### src/rtl/dualport_ram_param.sv
// Parametrised true dual-port RAM with byte enables, selectable read-during-write
// behaviour, optional output register, hardware clear after reset and collision flag.
module dualport_ram_param #(
    parameter int DATA_W  = 128,
    parameter int ADDR_W  = 3,
    parameter int WR_MODE = 0,
    parameter int OUT_REG = 0
) (
    input  logic                  clk,
    input  logic                  rst,
    input  logic                  en_a,
    input  logic                  wr_en_a,
    input  logic [DATA_W/8-1:0]   be_a,
    input  logic [ADDR_W-1:0]     addr_a,
    input  logic [DATA_W-1:0]     data_in_a,
    output logic [DATA_W-1:0]     data_out_a,
    output logic                  valid_a,
    input  logic                  en_b,
    input  logic                  wr_en_b,
    input  logic [DATA_W/8-1:0]   be_b,
    input  logic [ADDR_W-1:0]     addr_b,
    input  logic [DATA_W-1:0]     data_in_b,
    output logic [DATA_W-1:0]     data_out_b,
    output logic                  valid_b,
    output logic                  init_done,
    output logic                  collision
);

    localparam int DEPTH  = 2**ADDR_W;
    localparam int NBYTES = DATA_W/8;

    typedef enum logic {ST_CLEAR, ST_RUN} state_t;

    state_t              r_state;
    state_t              w_state_next;
    logic [ADDR_W-1:0]   r_cnt;
    logic [DATA_W-1:0]   r_mem [DEPTH];

    logic                w_run;
    logic                w_acc_a;
    logic                w_acc_b;
    logic                w_wr_a;
    logic                w_wr_b;
    logic                w_same_addr;
    logic [DATA_W-1:0]   w_old_a;
    logic [DATA_W-1:0]   w_old_b;
    logic [DATA_W-1:0]   w_new_a;
    logic [DATA_W-1:0]   w_new_b;

    logic [DATA_W-1:0]   r_d1_a;
    logic [DATA_W-1:0]   r_d1_b;
    logic                r_v1_a;
    logic                r_v1_b;
    logic                r_coll;

    always_ff @(posedge clk or posedge rst) begin
        if (rst) begin
            r_state <= ST_CLEAR;
            r_cnt   <= '0;
        end else begin
            r_state <= w_state_next;
            if (r_state == ST_CLEAR) begin
                r_cnt <= r_cnt + 1'b1;
            end
        end
    end

    always_comb begin
        w_state_next = r_state;
        if (r_state == ST_CLEAR && r_cnt == ADDR_W'(DEPTH-1)) begin
            w_state_next = ST_RUN;
        end
    end

    assign w_run       = (r_state == ST_RUN);
    assign init_done   = w_run;
    assign w_acc_a     = w_run & en_a;
    assign w_acc_b     = w_run & en_b;
    assign w_wr_a      = w_acc_a & wr_en_a;
    assign w_wr_b      = w_acc_b & wr_en_b;
    assign w_same_addr = (addr_a == addr_b);
    assign w_old_a     = r_mem[addr_a];
    assign w_old_b     = r_mem[addr_b];

    // Post-write word as it will sit in memory, including the other port's bytes (A wins ties).
    always_comb begin
        w_new_a = w_old_a;
        w_new_b = w_old_b;
        for (int i = 0; i < NBYTES; i++) begin
            if (w_wr_b && w_same_addr && be_b[i]) w_new_a[8*i +: 8] = data_in_b[8*i +: 8];
            if (w_wr_a && be_a[i])                w_new_a[8*i +: 8] = data_in_a[8*i +: 8];
            if (w_wr_b && be_b[i])                w_new_b[8*i +: 8] = data_in_b[8*i +: 8];
            if (w_wr_a && w_same_addr && be_a[i]) w_new_b[8*i +: 8] = data_in_a[8*i +: 8];
        end
    end

    always_ff @(posedge clk) begin
        if (!w_run) begin
            r_mem[r_cnt] <= '0;
        end else begin
            for (int i = 0; i < NBYTES; i++) begin
                if (w_wr_b && be_b[i]) r_mem[addr_b][8*i +: 8] <= data_in_b[8*i +: 8];
                if (w_wr_a && be_a[i]) r_mem[addr_a][8*i +: 8] <= data_in_a[8*i +: 8];
            end
        end
    end

    always_ff @(posedge clk or posedge rst) begin
        if (rst) begin
            r_d1_a <= '0;
            r_v1_a <= 1'b0;
        end else begin
            r_v1_a <= 1'b0;
            if (w_acc_a) begin
                if (!wr_en_a || WR_MODE == 1) begin
                    r_d1_a <= w_old_a;
                    r_v1_a <= 1'b1;
                end else if (WR_MODE == 2) begin
                    r_d1_a <= w_new_a;
                    r_v1_a <= 1'b1;
                end
            end
        end
    end

    always_ff @(posedge clk or posedge rst) begin
        if (rst) begin
            r_d1_b <= '0;
            r_v1_b <= 1'b0;
        end else begin
            r_v1_b <= 1'b0;
            if (w_acc_b) begin
                if (!wr_en_b || WR_MODE == 1) begin
                    r_d1_b <= w_old_b;
                    r_v1_b <= 1'b1;
                end else if (WR_MODE == 2) begin
                    r_d1_b <= w_new_b;
                    r_v1_b <= 1'b1;
                end
            end
        end
    end

    always_ff @(posedge clk or posedge rst) begin
        if (rst) begin
            r_coll <= 1'b0;
        end else begin
            r_coll <= w_acc_a & w_acc_b & w_same_addr & (wr_en_a | wr_en_b);
        end
    end

    assign collision = r_coll;

    generate
        if (OUT_REG != 0) begin : g_oreg
            logic [DATA_W-1:0] r_d2_a;
            logic [DATA_W-1:0] r_d2_b;
            logic              r_v2_a;
            logic              r_v2_b;

            // Second stage only reloads on a valid result so data_out holds between strobes.
            always_ff @(posedge clk or posedge rst) begin
                if (rst) begin
                    r_d2_a <= '0;
                    r_d2_b <= '0;
                    r_v2_a <= 1'b0;
                    r_v2_b <= 1'b0;
                end else begin
                    r_v2_a <= r_v1_a;
                    r_v2_b <= r_v1_b;
                    if (r_v1_a) r_d2_a <= r_d1_a;
                    if (r_v1_b) r_d2_b <= r_d1_b;
                end
            end

            assign data_out_a = r_d2_a;
            assign data_out_b = r_d2_b;
            assign valid_a    = r_v2_a;
            assign valid_b    = r_v2_b;
        end else begin : g_noreg
            assign data_out_a = r_d1_a;
            assign data_out_b = r_d1_b;
            assign valid_a    = r_v1_a;
            assign valid_b    = r_v1_b;
        end
    endgenerate

endmodule

### config.mk
export PLATFORM = sky130hd
export DESIGN_NAME = dualport_ram_param
export DESIGN_NICKNAME = d
export VERILOG_FILES = /design/src/rtl/dualport_ram_param.sv
export SDC_FILE = /design/constraint.sdc
export NUM_CORES = 2
export LEC_CHECK = 0
export ABC_CLOCK_PERIOD_IN_PS = 9700
export CAP_MARGIN = 40
export CORE_MARGIN = 2
export CORE_UTILIZATION = 50
export DETAILED_ROUTE_END_ITERATION = 12
export HOLD_SLACK_MARGIN = 0.12
export PLACE_DENSITY = 0.79
export RECOVER_POWER = 50
export SKIP_CTS_REPAIR_TIMING = 1
export SKIP_LAST_GASP = 1
export SLEW_MARGIN = 20
export SYNTH_ARGS = -nofsm -noshare
export SYNTH_HDL_FRONTEND = slang
export SYNTH_SLANG_ARGS = --single-unit
export TNS_END_PERCENT = 30
### constraint.sdc
create_clock -name clk -period 9.7 [get_ports clk]
set_clock_uncertainty 0.2 [all_clocks]
set_input_delay 1.455 -clock clk [delete_from_list [all_inputs] [get_ports clk]]
set_output_delay 1.455 -clock clk [all_outputs]
set_load 0.02 [all_outputs]
* After elaboration in Yosys (flattened, before gate mapping) *
Memory sizes are Yosys's and may differ from the RTL's. A register that Yosys moved wholly into a read port is not among the register bits.
Cells that the tools add are included.

word-level totals
  bits of input ports = 300
  output and inout bits = 260
  memories = 1
  bits in writable memories = 1024
  register bits = 7

operators by class
  bitwise operators = 11
  reductions and logical operators = 36
  add/sub/neg operators = 1
  eq/ne operators = 2
  multiplexer cells = 104

memories
  memory  words  width  read ports  clocked after memory_dff  write ports  RTL line  source
  r_mem   8      128    2           2                         2            37        logic [DATA_W-1:0] r_mem [DEPTH];

operators by type and width
  operator                                     count
  2-to-1 mux 128 bit                           1
  OR reduction 128 bit                         1
  2-to-1 mux 1 bit                             101
  logical AND 1 bit                            33
  2-to-1 mux 16 bit                            1
  AND 1 bit                                    7
  AND reduction 2 bit                          2
  adder 3 x 1 -> 3 bit, second input constant  1
  equality test 3 bit                          1
  equality test 3 bit, second input constant   1
  2-to-1 mux 3 bit                             1
  NOT 1 bit                                    3
  bitwise OR 1 bit                             1

* Depth between registers and ports, before layout *
  depth in word-level cells = 8
  gate-level depth with buffers = 9
  gate-level depth less buffers = 4

* Worst setup path after synthesis *
No wires, ideal clock.

  kind = input port to flip-flop
  from = input en_b
  to = memory r_mem[0][0], enable pin
  stages on the path = 5
  arrival time = 2.863 ns
  path slack = 6.261 ns
  buffers on the path = 1
  cells stage by stage = buf_2 -> or3b_2 -> o32ai_1 -> mux2i_2 -> o22ai_1

RTL lines
  what         RTL line  source
  from (decl)  18        input logic en_b,
  to (decl)    37

==> metrics.txt <==
DRC viols=0; critical path class=input port to flop; clock sinks=1,287; max_cap viols=30; FF+latch count, synth=1,287; CTS tree=done; RD Place Congestion=0.960; antenna violations before repair=27; power per cell area=164 nW/um2; commonest non-fill, non-tap cells in the layout=1,036 x o2bb2ai_1, 1,024 x edfxtp_1, 311 x mux4_2; CP Launch Type=input port; die width=378 um; DR vias=55,900; Max clock buf depth=3; syn_area_per_cell=13.6 um2; largest net degree at the start of global routing=118; Hold WS=273 ps; Root Driver=clkbuf_16; vias in the first global route=54,800; Inst Count DP=7,159; Hold Fails Final Rpt=0; mean number of vias per cell=7.49; Pins Over Slew Limit=809; multi-input logic area=30,100 um2; Cell Count, Final, Fillers Out=7,462; Worst Setup End Kind=flop; dpl hpwl=180,000 um; GRT Residual Overflow=0; synth unique cells=69; Worst Tran Pin Value=3540 ps; first-pass GRT wire length=384,000 um; post-route cell area=81,400 um2; P&R area growth vs syn=16.2%; IO Port Bufs=559; final period utilization=74.3%; CP arrival=7520 ps; wire length per cell=36.2 um; num ports=560; Area after DPL=77,000 um2; die height=378 um; CTS H-tree lvls=4; Final Power=0.0134 W; Die ar.=143,000 um2; Total Routing Usage GR=37.2%; Routed WL=270,000 um; Peak VDD IR=0.139 mV; worst skew pair latency=820 ps; fillcell total=10,700; # nets final=5,752; Seq/Total Area, Yosys=53.3%; EDFF count, synth=1,024; clk slew on worst S/H paths=60 ps; Reg area=37,300 um2; TritonCTS Buffers=139; endpoints failing setup=0; DRT antenna net count=0; Max Fclk=139 MHz; Leak=27.9 nW; 1st-iter DRT viols=9,492; Hold Crit Class=flop to flop; Mapped Nets=5,436; status=finished with violations; RSZ-0062 raised after global routing=no; Async SR Flop Fraction=20.4%; Starting Density=50.3%; R2R depth=7; relative slew slack=-136%; Ys Warns=0; cell area after synthesis=70,100 um2; core area=139,000 um2; Hold Path Cell Cnt=2; layout cells sized above 1=18.4%; failing checks=capacitance limit, slew limit; largest driver fanout on the critical path=57; Mapped Cells=5,134; final worst path period need=7200 ps; WP data required=10,010 ps; TritonRoute pass-1 iters=10; Primary FF master, synth=edfxtp_1; setup TNS=0 ps; FP Rows=137; commonest non-fill, non-tap cell in the layout=o2bb2ai_1
-- cell families (layout without fill, tap and decap cells) --
kind of cell | Yosys count | after routing | synth area share (%)
xor gates and xnor gates | 4 | 4 | 0.0500
other | 0 | 20 | 0
AOI/OAI and AO/OA | 1920 | 1920 | 22.2
adders and majority gates | 2 | 2 | 0.0357
DFF | 1287 | 1287 | 53.3
buffers and inverters | 548 | 980 | 3.83
muxes | 640 | 640 | 14.9
and+or+nand+nor | 733 | 733 | 5.71
-- per-layer routing --
| metal | up-vias | wire [um] | global-route usage (%) |
|---|---|---|---|
| met2 | 5132 | 116000 | 54.0 |
| li1 | 22100 | - | - |
| met3 | 1120 | 43100 | 15.1 |
| met1 | 27500 | 89700 | 45.7 |
| met5 | - | 119 | 0 |
| met4 | 16 | 20700 | 24.2 |
-- synthesized netlist by cell type (95+ instances only) --
cell type / instances / area share, %
a221oi_1: 121 / 1.5
buf_1: 158 / 0.85
buf_2: 182 / 1.3
clkbuf_1: 120 / 0.64
dfrtp_1: 263 / 9.4
edfxtp_1: 1024 / 44
mux2_2: 95 / 1.5
mux2i_1: 222 / 3.2
mux4_2: 311 / 10
nand2_1: 218 / 1.2
nand3_1: 230 / 1.6
o21ai_0: 183 / 1.3
o2bb2ai_1: 1036 / 13
-- power by group --
part | total, W | switching [W] | internal, W | leakage (nW)
Sequential | 0.00625 | 0.000132 | 0.00612 | 14.1
Combinational | 0.00179 | 0.00114 | 0.000645 | 11.6
Clock | 0.00535 | 0.00237 | 0.00299 | 2.20
Total | 0.0134 | 0.00364 | 0.00975 | 27.9
-- stage by stage --
step | util (%) | setup slack [ps]
2_1_floorplan | - | 805
3_3_place_gp | 54.7 | 3350
3_5_place_dp | 55.3 | 4090
4_1_cts | 58.5 | 4920
5_1_grt | 58.4 | 2450
6_report | 58.4 | 2500
-- sequential cells by signal (all words and copies together), names as in the netlist --
register and flops:
collision 1, data_out_a 128, data_out_b 128, init_done 1, r_cnt 3, r_mem 1024
valid_a 1, valid_b 1
-- worst max-delay path: stages --
cell	delay [ps]
buf_8	400
clkbuf_1	1620
nand2_1	2070
o21ai_0	1660
o2bb2ai_1	200
-- layout make-up --
class                           count  share of cell area, %
Inverter                            6                 0.0446
Antenna cell                       20                 0.0615
Clock inverter                     70                  0.805
Tap cell                         1876                   2.88
Timing Repair Buffer              717                   8.70
Sequential cell                  1287                   45.8
Multi-Input combinational cell   3299                   37.0
Clock buffer                      187                   4.70
-- path summary, 6_finish.rpt --
kind / from / endpoint / slack [ps]
hold reg to reg: data_out_a[17] / data_out_a[17] / 270
setup reg to reg: init_done / r_mem[5][67] / 2940
setup / recovery: addr_a[0] / r_mem[3][75] / 2500
min in group asynchronous: rst / data_out_b[108] / 1810
hold / removal: data_out_a[17] / data_out_a[17] / 270
max in group asynchronous: rst / data_out_a[47] / 3380
Note: power is estimated with default switching activity, not from simulation.
